<file path="src/rtl/pong_pkg.sv">
// Shared types and geometry for the Pong frame controller and pixel renderer.
package pong_pkg;

    localparam int H_ACTIVE    = 430;
    localparam int V_ACTIVE    = 768;
    localparam int PADDLE_W    = 8;
    localparam int PADDLE_H    = 96;
    localparam int BALL_SIZE   = 8;
    localparam int P1_X        = 16;
    localparam int P2_X        = 406;
    localparam int PADDLE_STEP = 6;
    localparam int BALL_STEP   = 4;
    localparam int SCORE_MAX   = 9;

    // Start-of-game positions (centred)
    localparam logic [9:0] PADDLE_HOME = 10'((V_ACTIVE - PADDLE_H) / 2);
    localparam logic [9:0] BALL_HOME_X = 10'((H_ACTIVE - BALL_SIZE) / 2);
    localparam logic [9:0] BALL_HOME_Y = 10'((V_ACTIVE - BALL_SIZE) / 2);

    // 11-bit forms so sums and differences never wrap before clamping
    localparam logic [10:0] PADDLE_Y_MAX  = 11'(V_ACTIVE - PADDLE_H);
    localparam logic [10:0] BALL_X_MAX    = 11'(H_ACTIVE - BALL_SIZE);
    localparam logic [10:0] BALL_Y_MAX    = 11'(V_ACTIVE - BALL_SIZE);
    localparam logic [10:0] PADDLE_STEP_W = 11'(PADDLE_STEP);
    localparam logic [10:0] BALL_STEP_W   = 11'(BALL_STEP);
    localparam logic [10:0] PADDLE_H_W    = 11'(PADDLE_H);
    localparam logic [10:0] BALL_SIZE_W   = 11'(BALL_SIZE);
    localparam logic [10:0] P1_X_W        = 11'(P1_X);
    localparam logic [10:0] P1_FACE       = 11'(P1_X + PADDLE_W);
    localparam logic [10:0] P2_X_W        = 11'(P2_X);
    localparam logic [10:0] P2_BACK       = 11'(P2_X + PADDLE_W);
    localparam logic [10:0] P2_HIT_X      = 11'(P2_X - BALL_SIZE);
    localparam logic [3:0]  SCORE_MAX_V   = 4'(SCORE_MAX);

    // Direction encodings: one bit per axis
    localparam logic DIR_LEFT  = 1'b0;
    localparam logic DIR_RIGHT = 1'b1;
    localparam logic DIR_UP    = 1'b0;
    localparam logic DIR_DOWN  = 1'b1;

    typedef enum logic [2:0] {
        S_IDLE       = 3'd0,
        S_WAIT_FRAME = 3'd1,
        S_PADDLE     = 3'd2,
        S_BALL       = 3'd3,
        S_COLLIDE    = 3'd4,
        S_SCORE      = 3'd5,
        S_OVER       = 3'd6
    } state_t;

    // Score increment that saturates at the game-ending value
    function automatic logic [3:0] score_inc(input logic [3:0] s);
        return (s >= SCORE_MAX_V) ? SCORE_MAX_V : s + 4'd1;
    endfunction

endpackage

</file>
<file path="src/rtl/pong_paddle_ctrl.sv">
// One paddle's vertical position: steps up/down on a one-cycle pulse, clamped
// to the visible area; both or neither button held leaves it where it is.
module pong_paddle_ctrl
    import pong_pkg::*;
(
    input  logic       clk,
    input  logic       rst,
    input  logic       recenter,
    input  logic       step,
    input  logic       up,
    input  logic       dn,
    output logic [9:0] y
);

    logic [10:0] y_ext;
    logic [9:0]  y_up;
    logic [9:0]  y_dn;

    assign y_ext = {1'b0, y};

    // Clamped candidates for a move in either direction
    always_comb begin
        y_up = '0;
        y_dn = PADDLE_Y_MAX[9:0];
        if (y_ext >= PADDLE_STEP_W) begin
            y_up = 10'(y_ext - PADDLE_STEP_W);
        end
        if (y_ext + PADDLE_STEP_W <= PADDLE_Y_MAX) begin
            y_dn = 10'(y_ext + PADDLE_STEP_W);
        end
    end

    // Position register; recenter has priority over a step
    always_ff @(posedge clk) begin
        if (rst || recenter) begin
            y <= PADDLE_HOME;
        end else if (step && (up ^ dn)) begin
            y <= up ? y_up : y_dn;
        end
    end

endmodule

</file>
<file path="src/rtl/pong_frame_controller.sv">
// Per-frame Pong scheduler: on each vertical-sync falling edge it runs a
// four-cycle update of paddles, ball, collisions and score, then holds all
// outputs steady for the renderer until the next frame.
//
// state      | meaning
// -----------+------------------------------------------------------
// IDLE       | after reset, waiting for start; outputs at home values
// WAIT_FRAME | game running, waiting for the next frame tick
// PADDLE     | paddles step according to buttons
// BALL       | ball moves one step, bouncing off top/bottom
// COLLIDE    | ball reflects off a paddle it overlaps
// SCORE      | point awarded if ball reached a side wall
// OVER       | a player reached the max score; frozen until start
module pong_frame_controller
    import pong_pkg::*;
(
    input  logic       clk,
    input  logic       rst,
    input  logic       v_sync,
    input  logic       start,
    input  logic       p1_up,
    input  logic       p1_dn,
    input  logic       p2_up,
    input  logic       p2_dn,
    output logic [9:0] paddle1_y,
    output logic [9:0] paddle2_y,
    output logic [9:0] ball_x,
    output logic [9:0] ball_y,
    output logic [3:0] score1,
    output logic [3:0] score2,
    output logic       game_over,
    output logic       busy
);

    state_t state;

    logic v_sync_q;
    logic frame_tick;
    logic dir_x;
    logic dir_y;
    logic pad_step;
    logic pad_recenter;

    logic [10:0] bx;
    logic [10:0] by;
    logic [10:0] p1;
    logic [10:0] p2;

    logic [9:0] bx_move;
    logic [9:0] by_move;
    logic       dy_move;

    logic overlap1;
    logic overlap2;
    logic hit1;
    logic hit2;

    logic [3:0] score1_next;
    logic [3:0] score2_next;

    assign frame_tick   = v_sync_q & ~v_sync;
    assign pad_step     = (state == S_PADDLE);
    assign pad_recenter = (state == S_OVER) && start;

    pong_paddle_ctrl u_paddle1 (
        .clk      (clk),
        .rst      (rst),
        .recenter (pad_recenter),
        .step     (pad_step),
        .up       (p1_up),
        .dn       (p1_dn),
        .y        (paddle1_y)
    );

    pong_paddle_ctrl u_paddle2 (
        .clk      (clk),
        .rst      (rst),
        .recenter (pad_recenter),
        .step     (pad_step),
        .up       (p2_up),
        .dn       (p2_dn),
        .y        (paddle2_y)
    );

    assign bx = {1'b0, ball_x};
    assign by = {1'b0, ball_y};
    assign p1 = {1'b0, paddle1_y};
    assign p2 = {1'b0, paddle2_y};

    // Ball step with wall clamping; only a top/bottom wall reverses direction
    always_comb begin
        bx_move = ball_x;
        by_move = ball_y;
        dy_move = dir_y;

        if (dir_x == DIR_LEFT) begin
            bx_move = (bx < BALL_STEP_W) ? '0 : 10'(bx - BALL_STEP_W);
        end else begin
            bx_move = (bx + BALL_STEP_W > BALL_X_MAX) ? BALL_X_MAX[9:0]
                                                      : 10'(bx + BALL_STEP_W);
        end

        if (dir_y == DIR_UP) begin
            if (by < BALL_STEP_W) begin
                by_move = '0;
                dy_move = DIR_DOWN;
            end else begin
                by_move = 10'(by - BALL_STEP_W);
            end
        end else begin
            if (by + BALL_STEP_W >= BALL_Y_MAX) begin
                by_move = BALL_Y_MAX[9:0];
                dy_move = DIR_UP;
            end else begin
                by_move = 10'(by + BALL_STEP_W);
            end
        end
    end

    // A paddle only reflects a ball travelling toward it
    assign overlap1 = (by + BALL_SIZE_W > p1) && (by < p1 + PADDLE_H_W);
    assign overlap2 = (by + BALL_SIZE_W > p2) && (by < p2 + PADDLE_H_W);
    assign hit1     = (dir_x == DIR_LEFT) && (bx <= P1_FACE)
                      && (bx + BALL_SIZE_W > P1_X_W) && overlap1;
    assign hit2     = (dir_x == DIR_RIGHT) && (bx + BALL_SIZE_W >= P2_X_W)
                      && (bx < P2_BACK) && overlap2;

    assign score1_next = score_inc(score1);
    assign score2_next = score_inc(score2);

    // Frame sequencer with registered game state and status outputs
    always_ff @(posedge clk) begin
        if (rst) begin
            state     <= S_IDLE;
            v_sync_q  <= 1'b1;
            ball_x    <= BALL_HOME_X;
            ball_y    <= BALL_HOME_Y;
            dir_x     <= DIR_LEFT;
            dir_y     <= DIR_DOWN;
            score1    <= '0;
            score2    <= '0;
            game_over <= 1'b0;
            busy      <= 1'b0;
        end else begin
            v_sync_q <= v_sync;
            case (state)
                S_IDLE: begin
                    if (start) begin
                        state <= S_WAIT_FRAME;
                    end
                end
                S_WAIT_FRAME: begin
                    if (frame_tick) begin
                        state <= S_PADDLE;
                        busy  <= 1'b1;
                    end
                end
                S_PADDLE: begin
                    state <= S_BALL;
                end
                S_BALL: begin
                    ball_x <= bx_move;
                    ball_y <= by_move;
                    dir_y  <= dy_move;
                    state  <= S_COLLIDE;
                end
                S_COLLIDE: begin
                    if (hit1) begin
                        ball_x <= P1_FACE[9:0];
                        dir_x  <= DIR_RIGHT;
                    end else if (hit2) begin
                        ball_x <= P2_HIT_X[9:0];
                        dir_x  <= DIR_LEFT;
                    end
                    state <= S_SCORE;
                end
                S_SCORE: begin
                    busy  <= 1'b0;
                    state <= S_WAIT_FRAME;
                    if (bx == '0) begin
                        score2 <= score2_next;
                        ball_x <= BALL_HOME_X;
                        ball_y <= BALL_HOME_Y;
                        dir_x  <= DIR_LEFT;
                        dir_y  <= DIR_DOWN;
                        if (score2_next == SCORE_MAX_V) begin
                            state     <= S_OVER;
                            game_over <= 1'b1;
                        end
                    end else if (bx == BALL_X_MAX) begin
                        score1 <= score1_next;
                        ball_x <= BALL_HOME_X;
                        ball_y <= BALL_HOME_Y;
                        dir_x  <= DIR_RIGHT;
                        dir_y  <= DIR_DOWN;
                        if (score1_next == SCORE_MAX_V) begin
                            state     <= S_OVER;
                            game_over <= 1'b1;
                        end
                    end
                end
                S_OVER: begin
                    if (start) begin
                        score1    <= '0;
                        score2    <= '0;
                        ball_x    <= BALL_HOME_X;
                        ball_y    <= BALL_HOME_Y;
                        dir_x     <= DIR_LEFT;
                        dir_y     <= DIR_DOWN;
                        game_over <= 1'b0;
                        state     <= S_WAIT_FRAME;
                    end
                end
                default: begin
                    state <= S_IDLE;
                    busy  <= 1'b0;
                end
            endcase
        end
    end

endmodule

</file>
<file path="config.mk">
export PLATFORM = sky130hd
export DESIGN_NAME = pong_frame_controller
export DESIGN_NICKNAME = d
export VERILOG_FILES = /design/src/rtl/pong_pkg.sv /design/src/rtl/pong_paddle_ctrl.sv /design/src/rtl/pong_frame_controller.sv
export SDC_FILE = /design/constraint.sdc
export NUM_CORES = 1
export LEC_CHECK = 0
export CAP_MARGIN = 10
export CORE_MARGIN = 2
export CORE_UTILIZATION = 56
export CTS_CLUSTER_SIZE = 30
export DETAILED_ROUTE_END_ITERATION = 16
export GPL_ROUTABILITY_DRIVEN = 0
export PLACE_DENSITY_LB_ADDON = 0.08
export SLEW_MARGIN = 20
export SYNTH_ARGS = -nofsm -noshare
export SYNTH_HDL_FRONTEND = slang
export SYNTH_HIERARCHICAL = 1
export SYNTH_SLANG_ARGS = --single-unit
</file>
<file path="constraint.sdc">
create_clock -name clk -period 3.6 [get_ports clk]
set_clock_uncertainty 0.2 [all_clocks]
set_input_delay 0.54 -clock clk [delete_from_list [all_inputs] [get_ports clk]]
set_output_delay 0.54 -clock clk [all_outputs]
set_load 0.02 [all_outputs]
</file>
* Word level (Yosys, flattened, before mapping)
Index checks and enable logic that the tools add are counted.
** Storage, ports and cells
- Bits in registers :: 56
- Input port bits :: 8
- Output and inout port bits :: 50
- Word-level logic and storage cells :: 153
** Cells by class
- Add/subtract/negate cells :: 14
- $lt $le $gt $ge :: 18
- Equality and inequality tests :: 19
- Mux-type cells :: 56
- Bitwise gates (word level) :: 6
- Reduce and logical (&&, ||, !) cells :: 28
** Operator list (count)
- $mux W10 :: 20
- $add A10 B3 Y11 const B :: 4
- $pmux W10 S4 :: 1
- $sub A10 B3 Y10 const B :: 4
- $pmux W10 S3 :: 1
- $mux W4 :: 6
- $add A10 B4 Y11 const B :: 2
- $add A10 B7 Y11 const B :: 2
- $gt A11 B10 Y1 :: 2
- $le A11 B10 Y1 const B :: 2
- $lt A10 B11 Y1 :: 2
- $ge A10 B3 Y1 const B :: 2
- $lt A10 B3 Y1 const B :: 2
- $mux W3 :: 6
- $pmux W3 S6 :: 1
- $pmux W4 S2 :: 2
- $mux W1 :: 15
- $ne A3 B3 Y1 const B :: 4
- $reduce_and A4 Y1 :: 3
- $ge A11 B10 Y1 const B :: 1
- $ge A11 B9 Y1 const B :: 1
- $gt A11 B5 Y1 const B :: 1
- $gt A11 B9 Y1 const B :: 1
- $logic_and A1 B1 Y1 :: 11
- 27 further kinds :: 45

* Depth between registers and ports, before layout
- Word-level depth :: 8
- Gate-level depth with buffers :: 13
- Gate-level depth less buffers :: 12

* By module
Netlist, hierarchy kept.
** By module, submodules not included
- pong_frame_controller :: times used 1, cells an instance 536, area each 3950.0 sq um, seq. area each 680.7 sq um
- pong_paddle_ctrl :: times used 2, cells an instance 134, area each 1012.2 sq um, seq. area each 180.2 sq um

* Least setup slack after synthesis
OpenSTA, ideal clock, no wires.
- Path kind :: register -> register
- Start point :: register ball_y[4]
- End point :: register ball_x[0]
- Library setup time :: 0.120 ns
- Data arrival time :: 2.899 ns
- Data required time :: 3.280 ns
- Path slack :: 0.382 ns
- Cell stages (with the launch flop) :: 13
- Buffers on the path :: 1
- Period minus slack after synthesis :: 3.218 ns
- Cells stage by stage :: dfxtp_1 -> clkbuf_1 -> inv_1 -> ha_1 -> ha_1 -> and4_1 -> nand3_1 -> o22ai_1 -> nor4_1 -> o211ai_1 -> a31oi_4 -> nand2_2 -> a211o_1
** On the way
- Longest elaborated chain between the ends :: 6
- Elaborated cells on any way between the ends :: 13
- Classes of those cells :: add/sub: 1; order compare: 4; eq/ne: 1; mux: 2; reduce/logical: 5
** RTL lines
- start, declared :: RTL line pong_frame_controller.sv:28 : output logic [9:0] ball_y,
- start signal, assigned :: RTL line pong_frame_controller.sv:163 : ball_y <= by_move;
- $add A10 B4 Y11 :: RTL line pong_frame_controller.sv:121, pong_frame_controller.sv:122
- $gt A11 B10 Y1, on equally long branches :: RTL line pong_frame_controller.sv:121, pong_frame_controller.sv:122
- $logic_and A1 B1 Y1, on equally long branches :: RTL line pong_frame_controller.sv:121, pong_frame_controller.sv:122
- $logic_and A1 B1 Y1, on equally long branches :: RTL line pong_frame_controller.sv:124, pong_frame_controller.sv:126
- $ne A3 B3 Y1 (no line) or $mux W10 (tied branches)
- $reduce_and A4 Y1 (no line) or $pmux W10 S4 (tied branches)
- end signal, assigned :: RTL line pong_frame_controller.sv:162 : ball_x <= bx_move;
- end signal, assigned :: RTL line pong_frame_controller.sv:169 : ball_x <= P1_FACE[9:0];
- end signal, assigned :: RTL line pong_frame_controller.sv:172 : ball_x <= P2_HIT_X[9:0];
- end, declared :: RTL line pong_frame_controller.sv:27 : output logic [9:0] ball_x,
Several ways; a longest one is shown, not always the timed one.
A chain may end at the register's enable or synchronous reset.

* Worst setup path after layout
- Start point :: register u_paddle1.y[7]
- End point :: register ball_x[0]
** On the way
- Longest elaborated chain between the ends :: 6
- Elaborated cells on any way between the ends :: 9
- Classes of those cells :: add/sub: 1; order compare: 2; eq/ne: 1; mux: 2; reduce/logical: 3
** RTL lines
- start, declared :: RTL line pong_paddle_ctrl.sv:12 : output logic [9:0] y
- start signal, assigned :: RTL line pong_paddle_ctrl.sv:38 : y <= up ? y_up : y_dn;
- $add A10 B7 Y11 :: RTL line pong_frame_controller.sv:121 : assign overlap1 = (by + BALL_SIZE_W > p1) && (by < p1 + PADDLE_H_W);
- $lt A10 B11 Y1 :: RTL line pong_frame_controller.sv:121
- $logic_and A1 B1 Y1 * :: RTL line pong_frame_controller.sv:121
- $logic_and A1 B1 Y1 * :: RTL line pong_frame_controller.sv:124 : && (bx + BALL_SIZE_W > P1_X_W) && overlap1;
- $ne A3 B3 Y1 (no line) or $mux W10 (tied branches)
- $reduce_and A4 Y1 (no line) or $pmux W10 S4 (tied branches)
Every way passes the cells marked *; elsewhere a longest branch is shown, timed or not.

==> flow_summary.json <==
{
  "wl_per_cell_um": 17.1,
  "cts_num_sinks": 52,
  "hold_depth": 2,
  "rows": 37,
  "avgSynthCellArea_um2": 7.43,
  "async_flop_share_pct": 0,
  "crit_type": "reg -> reg",
  "hold_ws_ns": 0.314,
  "core_um2": 10300,
  "die_area_um2": 11500,
  "hp-class": "reg -> reg",
  "min_period_ns": 3.28,
  "synth_area_um2": 5970,
  "n_fill_cell": 919,
  "cp.required_ns": 3.62,
  "hold_viol": 0,
  "peakVddDrop_uv": 194,
  "die_w_um": 107,
  "seq_area_frac_synth_pct": 17.4,
  "fmax_mhz": 304,
  "worstPathArrival_ns": 3.30,
  "root_buffer": "clkbuf_8",
  "cts_tree": "done",
  "drive_above_1_share_pct": 8.41,
  "timing.slew.headroom_pct": 43.2,
  "power_leakage_nw": 2.54,
  "dp_slack_ns": 0.290,
  "crit_chain": "o21ai_0 > xnor2_1 > ha_1 > a21o_1 > a21o_1 > a2111oi_4 > nand4_2 > a31oi_4 > nand2_2 > a211o_1",
  "boundaryPins": 58,
  "setup-violations-final": 0,
  "drtAntennaViolNets": 0,
  "hpwl_um": 12300,
  "clk_latency_ns": 0.32,
  "port_buffers": 53,
  "num-nets-final": 896,
  "finalSetupTns_ns": 0,
  "wl_um": 16600,
  "fin_crit_sh_pct": 91.2,
  "crit_family": "compound AO/OA/AOI/OAI gates",
  "grt_first_pass_wirelength_um": 27500,
  "outcome": "complete, no violations",
  "cp_slowest_cell": "dfxtp_1",
  "slew_viol_final": 0,
  "power_density_nw_per_um2": 206,
  "cts.htree.levels": 2,
  "syn_to_final_growth_pct": 12.0,
  "fin_area_um2": 6690,
  "clk_path_buf_depth": 2,
  "grt_usage_pct": 28.8,
  "synth-edff-count": 0,
  "path_common_cell": "a21o_1",
  "detail_route.vias_per_cell": 6.45,
  "setup_ws_ns": 0.315,
  "grt_max_degree": 36,
  "fp.dieH_um": 107,
  "cp_num_cells": 10,
  "reg2regPathDepth": 10,
  "grt_setup_unrepaired": "false",
  "final_cells": 968,
  "ys.flop_type": "dfxtp_1",
  "cap_viol_max_count": 0,
  "synth_seq_cells": 52,
  "grt_overflow": 0,
  "slowest_delay_ns": 0.66,
  "end_kind": "flip-flop",
  "synth_cell_type_count": 83,
  "path_clk_slew_ns": 0.11,
  "cts_buffers": 5,
  "grt_pass1_vias": 5633,
  "first_iter_violations": 530,
  "antenna_found_initial": 0,
  "crit_buf_inv": 0,
  "dpl-instance-area_um2": 6570,
  "firstDrtPassIters": 4,
  "num_vias": 6239,
  "crit_fanout": 15,
  "tightest_slew_ns": 0.844,
  "startpoint_type": "flip-flop",
  "postCtsSetupBuffers": 0,
  "initial_core_util_pct": 57.9,
  "drc": 0,
  "diodes": 0,
  "yosys_warnings": 6,
  "syn_inst": 804,
  "placed_cells": 960
}
==> sequential cells by signal, indices dropped and copies added (netlist names) <==
name / cells
state: 3
dir_y: 1
score1: 4
score2: 4
game_over: 1
v_sync_q: 1
dir_x: 1
busy: 1
u_paddle2/y: 9
ball_y: 8
ball_x: 10
u_paddle1/y: 9
==> synthesized netlist by cell type, types with 5 or more instances <==
cell type | number | area, um^2
ha_1 | 57 | 713
nor2b_1 | 10 | 62.6
a311oi_1 | 6 | 52.6
and2_1 | 8 | 50.1
and4_1 | 6 | 52.6
buf_2 | 17 | 85.1
or3_1 | 6 | 37.5
a211o_1 | 5 | 43.8
o21ai_0 | 48 | 240
o22ai_1 | 7 | 43.8
nor3_1 | 27 | 135
nand2_1 | 65 | 244
o32a_1 | 5 | 50.1
a21oi_1 | 57 | 285
o211ai_1 | 8 | 60.1
buf_6 | 5 | 56.3
a21o_1 | 9 | 67.6
clkbuf_1 | 30 | 113
o21ai_1 | 6 | 30.0
dfxtp_1 | 52 | 1040
nand4_1 | 16 | 100
o31ai_1 | 7 | 52.6
xor2_1 | 13 | 114
a211oi_1 | 14 | 105
or4_1 | 6 | 45.0
inv_1 | 42 | 158
a31oi_1 | 10 | 62.6
and3_1 | 8 | 50.1
nor4_1 | 7 | 43.8
o21a_1 | 6 | 45.0
xnor2_1 | 19 | 166
nand2b_1 | 19 | 119
or2_2 | 6 | 37.5
nand3_1 | 22 | 110
nor2_1 | 66 | 248
nand3b_1 | 11 | 82.6
==> per-stage QoR <==
stage | total power [W] | util [%]
2_1_floorplan | 0.000864 | -
3_3_place_gp | 0.000948 | 63.7
3_5_place_dp | 0.000956 | 63.7
4_1_cts | 0.00138 | 64.8
5_1_grt | 0.00144 | 64.8
6_report | 0.00138 | 64.8
==> worst min-delay path, cell delays in order (launching register included) <==
cell     delay [ns]
dfxtp_1        0.36
nand2_1        0.07
a21oi_1        0.05
==> routing by layer <==
metal,global-route usage [%],share of wire [%],vias up
met3,3.39,8.0,19
met5,0,0,-
met2,44.9,45,283
li1,-,-,3013
met4,6.77,1.2,0
met1,42.1,46,2924
==> final timing paths <==
kind,startpoint,endpoint,slack (ns)
worst max-delay path,u_paddle1/y[7],ball_x[0],0.32
worst min-delay path,score2[3],score2[3],0.31
worst max register to register,u_paddle1/y[7],ball_x[0],0.32
worst min register to register,score2[3],score2[3],0.31
==> layout make-up <==
type / instances / area (um^2) / share of cell area, %
Clock inverter: 3 / 47.5 / 0.711
Clock buffer: 5 / 68.8 / 1.03
Multi-Input combinational cell: 652 / 4490 / 67.1
Sequential cell: 52 / 1040 / 15.6
Timing Repair Buffer: 78 / 718 / 10.7
Inverter: 42 / 158 / 2.36
Tap cell: 136 / 170 / 2.54
==> logic make-up after synthesis <==
group | Yosys count | synth area share (%)
and+or+nand+nor | 304 | 26.8
DFF | 52 | 17.4
buffers and inverters | 101 | 7.58
other | 3 | 0.188
xor gates and xnor gates | 34 | 5.24
AOI/OAI and AO/OA | 246 | 29.5
muxes | 7 | 1.26
adders and majority gates | 57 | 11.9
==> report_power, final <==
group          leakage (nW)  total (W)  switching, W  internal, W
Combinational          2.06   0.000338      0.000201     0.000137
Sequential            0.421   0.000614     0.0000251     0.000589
Clock                0.0583   0.000425      0.000215     0.000210
Total                  2.54    0.00138      0.000441     0.000936
==> what timing repair did <==
item,CTS,global route
setup endpoints to repair,0,3
hold buffers,0,0
gates resized for setup,0,2
==> cell usage in the layout, fill, tap and decap left out, types with 19 or more instances in the layout <==
master           Yosys  final
nand2_1             65     65
nor2_1              66     66
o21ai_0             48     48
nand3_1             22     22
dfxtp_1             52     51
clkdlybuf4s50_1      0     53
inv_1               42     42
buf_4                4     25
nand2b_1            19     19
nor3_1              27     27
a21oi_1             57     57
xnor2_1             19     19
ha_1                57     56
(Power assumes the default switching activity.)
